===== src/rtl/fp_div_seq.sv =====
// Sequential fixed-point divider, c = a / b, one quotient bit per clock.
// Restoring division of |a| (pre-scaled to the quotient's fraction) by |b|;
// the sign is applied and the result saturated in a final fix-up cycle.
// Ports:
//   clk, rst_n            rising-edge clock, asynchronous active-low reset
//   in_valid/in_ready     operand handshake (ready only while idle)
//   a, s1                 dividend, s1=1 means two's complement
//   b, s2                 divisor,  s2=1 means two's complement
//   out_valid/out_ready   result handshake, result held until accepted
//   c, sign               quotient; sign=1 means c is two's complement
//   overflow              c saturated (also set on divide by zero)
//   underflow             nonzero remainder, c truncated toward zero
//   div_by_zero           b was zero
module fp_div_seq #(
  parameter int i1 = 2,
  parameter int f1 = 14,
  parameter int i2 = 2,
  parameter int f2 = 14,
  parameter int i3 = 2,
  parameter int f3 = 14
) (
  input  logic             clk,
  input  logic             rst_n,
  input  logic             in_valid,
  output logic             in_ready,
  input  logic [i1+f1-1:0] a,
  input  logic             s1,
  input  logic [i2+f2-1:0] b,
  input  logic             s2,
  output logic             out_valid,
  input  logic             out_ready,
  output logic [i3+f3-1:0] c,
  output logic             sign,
  output logic             overflow,
  output logic             underflow,
  output logic             div_by_zero
);

  localparam int W1 = i1 + f1;
  localparam int W2 = i2 + f2;
  localparam int W3 = i3 + f3;
  localparam int SH = f2 + f3 - f1;
  localparam int NW = W1 + SH;
  localparam int CW = $clog2(NW + 1);

  localparam logic [W3-1:0] NegMin  = {1'b1, {(W3-1){1'b0}}};
  localparam logic [W3-1:0] SPosMax = {1'b0, {(W3-1){1'b1}}};
  localparam logic [W3-1:0] UPosMax = {W3{1'b1}};
  localparam logic [NW-1:0] SMaxMag = NW'(SPosMax);
  localparam logic [NW-1:0] UMaxMag = NW'(UPosMax);
  localparam logic [NW-1:0] NMaxMag = NW'(NegMin);

  typedef enum logic [1:0] {StIdle, StCalc, StFix, StDone} state_e;

  state_e        state_q, state_d;
  logic [CW-1:0] cnt_q, cnt_d;
  // Dividend shifts out at the top while quotient bits shift in at the bottom.
  logic [NW-1:0] nq_q, nq_d;
  logic [W2-1:0] rem_q, rem_d;
  logic [W2-1:0] bmag_q, bmag_d;
  logic          neg_q, neg_d;
  logic          sgn_q, sgn_d;
  logic          dz_q, dz_d;
  logic          aneg_q, aneg_d;
  logic [W3-1:0] c_q, c_d;
  logic          sign_q, sign_d;
  logic          ovf_q, ovf_d;
  logic          unf_q, unf_d;
  logic          dzo_q, dzo_d;

  logic          a_neg, b_neg;
  logic [W1-1:0] a_mag;
  logic [W2-1:0] b_mag;
  logic [W2:0]   trial;
  logic [W2-1:0] diff;
  logic          ge;
  logic [W3-1:0] q_lo;
  logic [W3-1:0] pos_max;

  assign a_neg = s1 & a[W1-1];
  assign b_neg = s2 & b[W2-1];
  assign a_mag = a_neg ? (~a + 1'b1) : a;
  assign b_mag = b_neg ? (~b + 1'b1) : b;

  assign trial = {rem_q, nq_q[NW-1]};
  assign ge    = trial >= {1'b0, bmag_q};
  // When ge holds the difference is below bmag, so W2 bits are enough.
  assign diff  = trial[W2-1:0] - bmag_q;

  assign q_lo    = nq_q[W3-1:0];
  assign pos_max = sgn_q ? SPosMax : UPosMax;

  always_comb begin
    state_d = state_q;
    cnt_d   = cnt_q;
    nq_d    = nq_q;
    rem_d   = rem_q;
    bmag_d  = bmag_q;
    neg_d   = neg_q;
    sgn_d   = sgn_q;
    dz_d    = dz_q;
    aneg_d  = aneg_q;
    c_d     = c_q;
    sign_d  = sign_q;
    ovf_d   = ovf_q;
    unf_d   = unf_q;
    dzo_d   = dzo_q;
    unique case (state_q)
      StIdle: begin
        if (in_valid) begin
          nq_d   = NW'(a_mag) << SH;
          rem_d  = '0;
          bmag_d = b_mag;
          neg_d  = a_neg ^ b_neg;
          sgn_d  = s1 | s2;
          aneg_d = a_neg;
          dz_d   = (b == '0);
          // A zero divisor makes a single dummy pass so its result lands two
          // cycles after accept; the iterated bits are discarded in fix-up.
          cnt_d   = (b == '0) ? CW'(1) : CW'(NW);
          state_d = StCalc;
        end
      end
      StCalc: begin
        rem_d = ge ? diff : trial[W2-1:0];
        nq_d  = {nq_q[NW-2:0], ge};
        cnt_d = cnt_q - 1'b1;
        if (cnt_q == CW'(1)) state_d = StFix;
      end
      StFix: begin
        sign_d = sgn_q;
        dzo_d  = dz_q;
        ovf_d  = 1'b0;
        unf_d  = (rem_q != '0);
        if (dz_q) begin
          c_d   = aneg_q ? NegMin : pos_max;
          ovf_d = 1'b1;
          unf_d = 1'b0;
        end else if (neg_q) begin
          if (nq_q > NMaxMag) begin
            c_d   = NegMin;
            ovf_d = 1'b1;
          end else begin
            c_d = ~q_lo + 1'b1;
          end
        end else if (nq_q > (sgn_q ? SMaxMag : UMaxMag)) begin
          c_d   = pos_max;
          ovf_d = 1'b1;
        end else begin
          c_d = q_lo;
        end
        state_d = StDone;
      end
      StDone: begin
        if (out_ready) state_d = StIdle;
      end
      default: state_d = StIdle;
    endcase
  end

  always_ff @(posedge clk or negedge rst_n) begin
    if (!rst_n) begin
      state_q <= StIdle;
      cnt_q   <= '0;
      nq_q    <= '0;
      rem_q   <= '0;
      bmag_q  <= '0;
      neg_q   <= 1'b0;
      sgn_q   <= 1'b0;
      dz_q    <= 1'b0;
      aneg_q  <= 1'b0;
      c_q     <= '0;
      sign_q  <= 1'b0;
      ovf_q   <= 1'b0;
      unf_q   <= 1'b0;
      dzo_q   <= 1'b0;
    end else begin
      state_q <= state_d;
      cnt_q   <= cnt_d;
      nq_q    <= nq_d;
      rem_q   <= rem_d;
      bmag_q  <= bmag_d;
      neg_q   <= neg_d;
      sgn_q   <= sgn_d;
      dz_q    <= dz_d;
      aneg_q  <= aneg_d;
      c_q     <= c_d;
      sign_q  <= sign_d;
      ovf_q   <= ovf_d;
      unf_q   <= unf_d;
      dzo_q   <= dzo_d;
    end
  end

  assign in_ready    = (state_q == StIdle);
  assign out_valid   = (state_q == StDone);
  assign c           = c_q;
  assign sign        = sign_q;
  assign overflow    = ovf_q;
  assign underflow   = unf_q;
  assign div_by_zero = dzo_q;

endmodule


===== config.mk =====
export PLATFORM = sky130hd
export DESIGN_NAME = fp_div_seq
export DESIGN_NICKNAME = d
export VERILOG_FILES = /design/src/rtl/fp_div_seq.sv
export SDC_FILE = /design/constraint.sdc
export NUM_CORES = 1
export LEC_CHECK = 0
export ABC_AREA = 0
export BUFFER_PORTS_ARGS = -buffer_cell sky130_fd_sc_hd__clkbuf_2
export CAP_MARGIN = 20
export CORE_MARGIN = 2
export CORE_UTILIZATION = 27
export CTS_CLUSTER_SIZE = 10
export DETAILED_ROUTE_END_ITERATION = 6
export GPL_ROUTABILITY_DRIVEN = 0
export HOLD_SLACK_MARGIN = 0.15
export PLACE_DENSITY = 0.43
export SLEW_MARGIN = 20
export SYNTH_ARGS = -nofsm -noshare
export SYNTH_HDL_FRONTEND = slang
export SYNTH_SLANG_ARGS = --single-unit
export TNS_END_PERCENT = 30

===== constraint.sdc =====
create_clock -name clk -period 5.6 [get_ports clk]
set_input_delay 1.68 -clock clk [delete_from_list [all_inputs] [get_ports clk]]
set_output_delay 1.68 -clock clk [all_outputs]
set_load 0.005 [all_outputs]

# [Word-level counts from Yosys, hierarchy flattened]
# Cells that the tools add are included.
# Widths: inputs -> output; s select.
[totals] register_bits=93 inputBits=38 out_inout_bits=22 word_cells=69
[classes] add_sub_neg=5 n_lt_le_gt_ge=3 n_eq_ne=7 muxes=26 bitwise_logic=7 n_reduce_logical=7
[op_table] operator="$mux 16" n=11
[op_table] operator="$pmux 30 s2" n=1
[op_table] operator="$add 16x1->16 const B" n=3
[op_table] operator="$not 16->16" n=3
[op_table] operator="$pmux 16 s2" n=1
[op_table] operator="$gt 30x16->1" n=1
[op_table] operator="$gt 30x16->1 const B" n=1
[op_table] operator="$mux 30" n=1
[op_table] operator="$ge 17x16->1" n=1
[op_table] operator="$logic_not 16->1" n=1
[op_table] operator="$reduce_bool 16->1" n=1
[op_table] operator="$sub 16x16->16" n=1
[op_table] operator="$mux 5" n=2
[op_table] operator="$pmux 5 s2" n=1
[op_table] operator="$pmux 2 s4" n=1
[op_table] operator="$mux 2" n=3
[op_table] operator="$eq 5x1->1 const B" n=1
[op_table] operator="$mux 1" n=5
[op_table] operator="$sub 5x1->5 const B" n=1
[op_table] operator="$eq 2x2->1 const B" n=2
[op_table] operator="$ne 2x2->1 const B" n=2
[op_table] operator="$reduce_and 2->1" n=2
[op_table] operator="$reduce_and 3->1" n=1
[op_table] operator="$and 1x1->1" n=2
[op_table] operator="other kinds (6)" n=6

# [Longest topological paths before layout]
# Gate-level depths: netlist (run 1).
[logic_depth] ltp_word=5 ltp_mapped=11 mapped_depth_nobuf=10

# [Worst setup path after synthesis (run 1)]
# Ideal clock, no wire load.
[synth_path] path_type="input -> register" startpoint="input port b[9]" endpoint="register cnt_q[2]" setup_ps=142 arrival_time_ps=2990 required_ps=5458 path_slack_ps=2468 cell_stages=6 n_path_buf=0 cell_sequence="or3_1 -> or4_1 -> nor3_2 -> nand3_1 -> nor2_1 -> a211oi_1"
[synth_between] elab_chain_len=4
[synth_lines] item="start: declaration" line_no="28" rtl="input logic [i2+f2-1:0] b,"
[synth_lines] item="$logic_not 16->1" line_no="120" rtl="cnt_d = (b == '0) ? CW'(1) : CW'(NW);"
[synth_lines] item="$mux 5" line_no="120"
[synth_lines] item="$mux 5" line_no="110" rtl="if (in_valid) begin"
[synth_lines] item="$pmux 5 s2" line_no="108" rtl="unique case (state_q)"
[synth_lines] item="end signal: assignment" line_no="179" rtl="cnt_q <= cnt_d;"
[synth_lines] item="end: declaration" line_no="56" rtl="logic [CW-1:0] cnt_q, cnt_d;"
# No other way between the ends. The select of a mux whose other input is x is not followed.
# A chain may end at the register's enable or synchronous reset.

# [Worst setup path in the final report (run 1)]
[layout_path] startpoint="input port in_valid" endpoint="register cnt_q[3]"
[layout_between] elab_chain_len=2
[layout_lines] item="start: declaration" line_no="24" rtl="input logic in_valid,"
[layout_lines] item="$ne 2x2->1 (no line)"
[layout_lines] item="$reduce_and 2->1 (no line)"
# No other way between the ends.

==> results of run 1 <==
[routing by layer]
layer	global-route usage, %	wire length, um	up-vias
met2	23.4	7800	78
met3	1.95	468	15
met5	0	0	-
met4	4.63	246	0
met1	21.4	8610	2472
li1	-	-	2663
[cells in the mapped netlist, types with 3 or more instances]
| cell type | count | share of area [%] |
|---|---|---|
| nand2_1 | 81 | 4.9 |
| nand4_1 | 10 | 1.0 |
| o21a_1 | 9 | 1.1 |
| nor3b_1 | 3 | 0.37 |
| nor3_2 | 3 | 0.49 |
| clkbuf_1 | 30 | 1.8 |
| o221ai_1 | 5 | 0.71 |
| nor3_1 | 11 | 0.89 |
| a22o_1 | 13 | 1.8 |
| nor2_1 | 53 | 3.2 |
| ha_1 | 27 | 5.5 |
| a21o_1 | 6 | 0.73 |
| or3_1 | 3 | 0.30 |
| buf_4 | 3 | 0.37 |
| o22ai_1 | 3 | 0.30 |
| inv_1 | 36 | 2.2 |
| a31oi_1 | 10 | 1.0 |
| xor2_1 | 6 | 0.85 |
| or4_1 | 4 | 0.49 |
| a21oi_1 | 57 | 4.6 |
| and2_1 | 4 | 0.41 |
| dfrtp_1 | 93 | 38 |
| nand3_1 | 16 | 1.3 |
| o21ai_0 | 66 | 5.4 |
| o21ai_1 | 23 | 1.9 |
| nor2b_1 | 3 | 0.30 |
| nand2b_1 | 11 | 1.1 |
| mux2i_1 | 18 | 2.9 |
| a211oi_1 | 3 | 0.37 |
| nor4_1 | 15 | 1.5 |
| buf_2 | 7 | 0.57 |
| o31ai_1 | 6 | 0.73 |
| a221oi_1 | 3 | 0.43 |
| o211ai_1 | 4 | 0.49 |
| xnor2_1 | 30 | 4.3 |
[power by group]
group	switching [mW]	internal (mW)	total (mW)
combinational	1.39	0.957	2.34
clock	0.269	0.299	0.568
sequential	0.253	0.938	1.19
total	1.91	2.19	4.10
[logic make-up (layout without fill, tap and decap cells)]
family | Yosys count | count (layout) | synth area share, %
AO/OA/AOI/OAI | 232 | 232 | 23.5
XOR/XNOR | 36 | 36 | 5.12
adder cells (fa/ha/maj) | 28 | 28 | 5.81
buffers and inverters | 81 | 120 | 5.52
flip-flops | 93 | 93 | 37.8
multiplexers | 20 | 20 | 3.35
AND/OR/NAND/NOR | 232 | 232 | 18.9
[cell usage in the layout (no fill, tap or decap), types with 3 or more instances in the layout]
| master | count |
|---|---|
| xor2_1 | 6 |
| o21ai_0 | 66 |
| a22o_1 | 13 |
| dfrtp_1 | 93 |
| a21oi_1 | 57 |
| mux2i_1 | 18 |
| xnor2_1 | 30 |
| a221oi_1 | 3 |
| a211oi_1 | 3 |
| nor3_1 | 11 |
| o221ai_1 | 5 |
| nor2b_1 | 3 |
| ha_1 | 27 |
| buf_4 | 9 |
| o211ai_1 | 4 |
| nand2b_1 | 11 |
| inv_1 | 36 |
| nand2_1 | 81 |
| nor4_1 | 15 |
| clkbuf_16 | 9 |
| and2_1 | 4 |
| o22ai_1 | 3 |
| nor2_1 | 53 |
| nor3_2 | 3 |
| o31ai_1 | 6 |
| o21a_1 | 8 |
| nand3_1 | 16 |
| or4_1 | 4 |
| or3_1 | 3 |
| nor3b_1 | 3 |
| nand4_1 | 10 |
| a31oi_1 | 10 |
| o21ai_1 | 23 |
| a21o_1 | 6 |
| clkinv_2 | 4 |
| clkbuf_2 | 58 |
[worst max-delay path, cell delays in order]
cell and delay (ns):
clkbuf_2 0.10, nand2_1 0.06, buf_4 0.30, o21a_2 0.82, nor2_1 0.21, a211oi_1 0.25
[sequential cells by signal, indices dropped and copies added (netlist names), 2 cells and up]
signal and count:
nq_q 30, bmag_q 16, c 16, rem_q 16
cnt_q 5, state_q 2
[area by class of cell]
class                           instances  share of cell area [%]
Multi-Input combinational cell        548                    50.4
Sequential cell                        93                    33.5
Timing Repair Buffer                   67                    5.16
Tap cell                              285                    5.14
Clock buffer                           11                    3.35
Inverter                               37                    2.00
Clock inverter                          5                   0.397
[final timing paths]
check | start | depth (start not counted) | slack, ns | endpoint
max in group asynchronous | rst_n | 2 | 3.23 | bmag_q[1]$_DFFE_PN0P_
setup / recovery | in_valid | 6 | 2.42 | cnt_q[3]$_DFFE_PN0P_
hold / removal | bmag_q[13]$_DFFE_PN0P_ | 2 | 0.48 | bmag_q[13]$_DFFE_PN0P_
min in group asynchronous | rst_n | 1 | 1.47 | div_by_zero$_DFFE_PN0P_
hold reg to reg | bmag_q[13]$_DFFE_PN0P_ | 2 | 0.48 | bmag_q[13]$_DFFE_PN0P_
setup reg to reg | rem_q[7]$_DFFE_PN0P_ | 8 | 2.87 | rem_q[0]$_DFFE_PN0P_
==> impl_metrics.tcl, run 1 <==
set metrics [dict create \
    start_util_pct 27.4 \
    viasPerCell 5.00 \
    fin_tns_setup_ns 0 \
    coreArea_um2 22500 \
    fillers 2436 \
    htree_levels 3 \
    die_w_um 155 \
    holdWs_ns 0.480 \
    finClkSkew_ns 0.00797 \
    hold_class "reg -> reg" \
    drtIter0Drc 288 \
    post_cts.repair.setup_buffers 0 \
    worst_pin_slew_ns 0.995 \
    outcome "completed" \
    track_usage_pct 14.9 \
    ctsResizeCount 0 \
    fp.dieH_um 155 \
    first_pass_iters 6 \
    cp.required_ns 5.85 \
    p_total_mw 4.10 \
    period_share_pct 56.8 \
    fin_ws_ns 2.42 \
    end_kind "flop" \
    crit_path_max_fanout 52 \
    multi_input_area_um2 3500 \
    port_buffers 59 \
    cts.sinks 93 \
    antenna_left 0 \
    synth_edf_count 0 \
    clock_path_buffers 2 \
    grt-ovfl-total 0 \
    maxSlewHeadroom_pct 33.4 \
    ios 60 \
    drt_drc_violations_left 0 \
    fmax_mhz 314 \
    leakagePower_nw 3.04 \
    syn_area_um2 6160 \
    die_area_um2 24000 \
    ir_worst_vdd_uv 305 \
    cts_root_buf "clkbuf_16" \
    fin_cells 1046 \
    maxCapViolations 0 \
    crit_arrival_ns 3.43 \
    layout_min_cycle_time_ns 3.18 \
    worstSetupPathType "in -> reg" \
    finalHoldViolCount 0 \
    synth_cell_types 71 \
    dp.cells 1030 \
    clk_latency_ns 0.35 \
    cts_tree "yes" \
    routed_wl_um 17100 \
    post-dp-hpwl_um 12700 \
    rsz0062_at_grt "false" \
    synth-async-reset-ratio_pct 100 \
    final_nets 822 \
    wire_per_inst_um 16.4 \
    antenna_found_initial 0 \
    final_util_pct 30.8 \
    row_count 55 \
    powerDensity_nw_per_um2 592 \
    preCtsSetupSlack_ns 2.01 \
    yosys_warnings 0 \
    numCtsBuffers 9 \
    clkTransAtPathRegs_ns 0.06 \
    yosysSeqAreaShare_pct 37.8 \
    drive_gt1_share_pct 13.8 \
    synth_nets 788 \
    cp-start-kind "input pin" \
    synth_ff_type "dfrtp_1" \
    maxSlewViolCount 0 \
    fin_area_um2 6940 \
    hold_buffers 0 \
    placed_cell_area_um2 6680 \
    finalSetupViolCount 0 \
    diodes 0 \
    grt_pass1_vias 5255 \
    synth.ff_latch_count 93 \
    grt_first_pass_wirelength_um 28500 \
    postSynthCellCount 722 \
    syn_avg_cell_area_um2 8.53 \
    syn_to_final_growth_pct 12.6 \
    vias 5228 \
    grt_max_degree 71 \
    regArea_um2 2330 \
]
(Power assumes the default switching activity.)
==> run 2, diff against run 1 <==
==> constraint.sdc (replaced) <==
create_clock -name clk -period 3.1 [get_ports clk]
set_input_delay 0.93 -clock clk [delete_from_list [all_inputs] [get_ports clk]]
set_output_delay 0.93 -clock clk [all_outputs]
set_load 0.005 [all_outputs]
==> impl_metrics.tcl, run 2 (synthesis gave the netlist of run 1 again) <==
set metrics [dict create \
    drive_gt1_share_pct 14.8 \
    hold_depth 2 \
    period_share_pct 83.3 \
    multi_input_area_um2 3500 \
    cp.required_ns 3.37 \
    start_util_pct 27.4 \
    clkTransAtPathRegs_ns 0.07 \
    finalSetupViolCount 0 \
    wire_per_inst_um 16.3 \
    track_usage_pct 14.8 \
    fin_tns_setup_ns 0 \
    fillers 2386 \
    ir_worst_vdd_uv 347 \
    hold-path-endpoint "bmag_q[4]$_DFFE_PN0P_" \
    r2r.worst_path.cells 9 \
    end_kind "flop" \
    diodes 0 \
    reg2reg_to "rem_q[0]$_DFFE_PN0P_" \
    cts_tree "yes" \
    ios 60 \
    switchingPower_mw 3.49 \
    finClkSkew_ns 0.00953 \
    maxSlewHeadroom_pct 35.3 \
    largest_register_ffs 30 \
    gr-usage-met2_pct 23.4 \
    swShare_pct 46.3 \
    ff2ff_setup_slack_ns 0.52 \
    fp.dieH_um 155 \
    regArea_um2 2330 \
    crit_path_max_fanout 20 \
    numCtsBuffers 9 \
    dp.cells 1038 \
    vias 5257 \
    grt_first_pass_wirelength_um 28400 \
    outcome "completed" \
    clock_power_share_pct 14.7 \
    antenna_left 0 \
    ctsResizeCount 0 \
    first_pass_iters 5 \
    cp-start-kind "flop" \
    post-dp-hpwl_um 12800 \
    rsz0062_at_grt "false" \
    port_buffers 59 \
    leakagePower_nw 3.10 \
    worst_pin_slew_ns 0.960 \
    antenna_found_initial 0 \
    finalHoldViolCount 0 \
    hold_buffers 0 \
    syn_to_final_growth_pct 14.4 \
    power_frac_seq_pct 28.2 \
    post_cts.repair.setup_buffers 0 \
    grt-ovfl-total 0 \
    row_count 55 \
    cts_root_buf "clkbuf_16" \
    final_nets 830 \
    fmax_mhz 387 \
    drt_drc_violations_left 0 \
    maxCapViolations 0 \
    maxSlewViolCount 0 \
    grt_pass1_vias 5257 \
    die_area_um2 24000 \
    viasPerCell 4.99 \
    comb_power_share_pct 57.2 \
    cts.sinks 93 \
    coreArea_um2 22500 \
    layout_min_cycle_time_ns 2.58 \
    die_w_um 155 \
    grtUsageMet3_pct 2.14 \
    holdWs_ns 0.478 \
    crit_arrival_ns 2.85 \
    routed_wl_um 17200 \
    top_register "nq_q" \
    htree_levels 3 \
    powerDensity_nw_per_um2 1070 \
    final_cell_mix "93 x dfrtp_1, 81 x nand2_1, 66 x o21ai_0" \
    worstSetupPathType "reg -> reg" \
    grt-busiest-layer "met2" \
    p_total_mw 7.55 \
    p_int_mw 4.06 \
    globalRouteMet1Util_pct 20.9 \
    holdCritStartpoint "bmag_q[4]$_DFFE_PN0P_" \
    clock_path_buffers 2 \
    final_util_pct 31.3 \
    reg2reg_from "rem_q[7]$_DFFE_PN0P_" \
    clk_latency_ns 0.36 \
    grt_max_degree 47 \
    hold_class "reg -> reg" \
    final_common_cell "dfrtp_1" \
    drtIter0Drc 258 \
    fin_cells 1054 \
]
==> run 2: cell count changes in the layout (fill, tap and decap cells not counted), moves of 2 or more <==
cell	delta
clkinv_2	-4
buf_12	+2
buf_4	+6
inv_6	+2
clkinv_4	+2
==> run 2: worst max-delay path by stage <==
| stage | to | start | slack (ns) |
|---|---|---|---|
| floorplan | cnt_q[2]$_DFFE_PN0P_ | b[9] | 0.72 |
| global placement | cnt_q[3]$_DFFE_PN0P_ | b[9] | 0.43 |
| detailed placement | cnt_q[2]$_DFFE_PN0P_ | b[0] | 0.40 |
| CTS | c[5]$_DFFE_PN0P_ | nq_q[27]$_DFFE_PN0P_ | 0.51 |
| global route | c[5]$_DFFE_PN0P_ | nq_q[27]$_DFFE_PN0P_ | 0.35 |
| finish | rem_q[0]$_DFFE_PN0P_ | rem_q[7]$_DFFE_PN0P_ | 0.52 |
==> run 2: layout make-up <==
cell class | count | area share [%]
Clock inverter | 5 | 0.604
Sequential cell | 93 | 33.0
Inverter | 37 | 1.97
Tap cell | 285 | 5.06
Timing Repair Buffer | 75 | 6.29
Clock buffer | 11 | 3.44
Multi-Input combinational cell | 548 | 49.6
==> run 2: routing by layer <==
metal,vias up,part of all wire (%)
li1,2672,-
met1,2501,50
met2,71,47
met3,13,2.5
met4,0,1.1
met5,-,0
==> run 2: stage by stage <==
| stage | setup slack (ns) | instance area [um2] |
|---|---|---|
| finish | 0.519 | 7050 |
| global route | 0.347 | 7050 |
| CTS | 0.510 | 7050 |
| detailed placement | 0.401 | 6760 |
| global placement | 0.428 | 6760 |
| floorplan | 0.718 | 6160 |
==> run 2: worst max-delay path: stages, from the launching register on <==
cell,delay (ns)
dfrtp_1,0.43
ha_1,0.44
a211o_1,0.36
a211oi_2,0.25
o211ai_1,0.15
nor3_2,0.15
a21oi_2,0.04
buf_4,0.24
mux2_4,0.33
o22ai_2,0.12
==> run 2: power groups by stage <==
stage | registers [mW] | logic (mW) | clock network [mW]
CTS | 2.14 | 4.36 | 1.15
detailed placement | 2.16 | 4.35 | 0
finish | 2.13 | 4.31 | 1.11
floorplan | 2.00 | 3.34 | 0
global route | 2.20 | 4.88 | 1.20
global placement | 2.16 | 4.35 | 0
==> run 3, diff against run 2 <==
--- a/config.mk
+++ b/config.mk
@@ -14,7 +14,7 @@
 export DETAILED_ROUTE_END_ITERATION = 6
 export GPL_ROUTABILITY_DRIVEN = 0
 export HOLD_SLACK_MARGIN = 0.15
-export PLACE_DENSITY = 0.43
+export PLACE_DENSITY = 0.44
 export SLEW_MARGIN = 20
 export SYNTH_ARGS = -nofsm -noshare
 export SYNTH_HDL_FRONTEND = slang
==> constraint.sdc (replaced) <==
create_clock -name clk -period 2.1 [get_ports clk]
set_input_delay 0.63 -clock clk [delete_from_list [all_inputs] [get_ports clk]]
set_output_delay 0.63 -clock clk [all_outputs]
set_load 0.005 [all_outputs]
==> impl_metrics.tcl, run 3 (synthesis gave the netlist of run 1 again) <==
set metrics [dict create \
    crit_path_max_incr_delay_ns 0.40 \
    largest_register_ffs 30 \
    period_share_pct 110 \
    htree_levels 3 \
    critPathTopFamily "compound AO/OA/AOI/OAI gates" \
    finClkSkew_ns 0.00856 \
    power_frac_seq_pct 23.3 \
    p_int_mw 7.52 \
    cts.sinks 93 \
    slowest_stage "dfrtp_1" \
    end_kind "flop" \
    post-dp-hpwl_um 13700 \
    cp.required_ns 2.36 \
    violations "setup timing" \
    layout_min_cycle_time_ns 2.31 \
    hold_buffers 0 \
    diodes 0 \
    wire_per_inst_um 15.4 \
    finalHoldViolCount 0 \
    crit_arrival_ns 2.57 \
    powerDensity_nw_per_um2 1620 \
    antenna_found_initial 0 \
    fin_tns_setup_ns -2.14 \
    grt_pass1_vias 5490 \
    globalRouteMet1Util_pct 21.9 \
    cp-start-kind "flop" \
    antenna_left 0 \
    drive_gt1_share_pct 26.8 \
    critical_path_cell_count 9 \
    fin_ws_ns -0.205 \
    fp.dieH_um 155 \
    coreArea_um2 22500 \
    fillers 2344 \
    swShare_pct 42.5 \
    grtUsageMet3_pct 2.28 \
    switchingPower_mw 5.55 \
    comb_power_share_pct 63.5 \
    grt-busiest-layer "met2" \
    ir_worst_vdd_uv 773 \
    crit_path_cell_trace "ha_1 -> nor2b_4 -> o31a_1 -> o211a_1 -> nor3_2 -> a21oi_4 -> buf_12 -> mux2_4 -> o22ai_2" \
    outcome "complete, but fails checks" \
    p_total_mw 13.1 \
    maxCapViolations 0 \
    die_w_um 155 \
    port_buffers 59 \
    rsz0062_at_grt "true" \
    maxSlewHeadroom_pct 50.8 \
    worstSetupPathType "reg -> reg" \
    placed_cell_area_um2 7570 \
    grt-ovfl-total 0 \
    numCtsBuffers 9 \
    drtIter0Drc 277 \
    grt_first_pass_wirelength_um 29400 \
    final_nets 941 \
    syn_to_final_growth_pct 30.7 \
    clock_power_share_pct 13.1 \
    dp.cells 1139 \
    die_area_um2 24000 \
    first_pass_iters 5 \
    clkTransAtPathRegs_ns 0.07 \
    crit_buf_inv 1 \
    row_count 55 \
    track_usage_pct 15.2 \
    clk_latency_ns 0.35 \
    final_cell_mix "120 x buf_4, 92 x dfrtp_1, 81 x nand2_1" \
    final_common_cell "buf_4" \
    gr-usage-met2_pct 24.2 \
    clock_path_buffers 2 \
    cts_tree "yes" \
    finalSetupViolCount 17 \
    worst_pin_slew_ns 0.735 \
    fin_cells 1165 \
    regArea_um2 2330 \
    multi_input_area_um2 3570 \
    routed_wl_um 18000 \
    grt_max_degree 41 \
    leakagePower_nw 3.69 \
    fmax_mhz 434 \
    fin_area_um2 8060 \
    final_util_pct 35.8 \
    hold_class "in -> async" \
    vias 5689 \
    viasPerCell 4.88 \
    start_util_pct 27.4 \
    cts_root_buf "clkbuf_16" \
    drt_drc_violations_left 0 \
    r2r.worst_path.cells 9 \
    ios 60 \
    top_register "nq_q" \
    maxSlewViolCount 0 \
    crit_path_max_fanout 7 \
]
[run 3: power groups by stage]
stage / sequential [mW] / combinational, mW / clock, mW
2_1_floorplan: 2.96 / 4.94 / 0
3_3_place_gp: 3.07 / 7.79 / 0
3_5_place_dp: 3.08 / 7.79 / 0
4_1_cts: 3.05 / 8.03 / 1.77
5_1_grt: 3.16 / 9.27 / 1.84
6_report: 3.05 / 8.31 / 1.72
[run 3: final cells by class]
cell class | instances | area share (%)
Clock buffer | 11 | 3.01
Clock inverter | 5 | 0.730
Inverter | 37 | 1.72
Multi-Input combinational cell | 548 | 44.4
Sequential cell | 93 | 28.9
Tap cell | 285 | 4.43
Timing Repair Buffer | 186 | 16.8
[run 3: path summary, 6_finish.rpt]
check,start,to,slack [ns]
max,rem_q[0]$_DFFE_PN0P_,rem_q[0]$_DFFE_PN0P_,-0.21
min,rst_n,nq_q[18]$_DFFE_PN0P_,0.19
max reg2reg,rem_q[0]$_DFFE_PN0P_,rem_q[0]$_DFFE_PN0P_,-0.21
min reg2reg,bmag_q[14]$_DFFE_PN0P_,bmag_q[14]$_DFFE_PN0P_,0.48
max in group asynchronous,rst_n,bmag_q[13]$_DFFE_PN0P_,1.34
min in group clk,bmag_q[14]$_DFFE_PN0P_,bmag_q[14]$_DFFE_PN0P_,0.48
[run 3: worst reg2reg max path, stage by stage, from the launching register on]
cell     delay, ns
dfrtp_1       0.40
ha_1          0.32
nor2b_4       0.14
o31a_1        0.24
o211a_1       0.24
nor3_2        0.24
a21oi_4       0.08
buf_12        0.15
mux2_4        0.30
o22ai_2       0.11
[run 3: through the flow]
step                      hold WS [ns]  setup slack (ns)
after global routing             0.216            -0.301
after CTS                        0.202            -0.180
after detailed placement         0.472            -0.210
after global placement           0.466            -0.203
after floorplan                  0.334            -0.131
final                            0.189            -0.205
[run 3: per-layer routing]
layer  vias to the layer above  routed length, um
li1                       2897                  -
met1                      2691               8930
met2                        95               8310
met3                         6                579
met4                         0                139
met5                         -                  0
[run 3: what timing repair did]
action                     CTS  global route
setup endpoints to repair   17            36
gates resized for setup      1            15
pin swaps                    2             4
setup buffers                5             4
gates cloned                 0             1
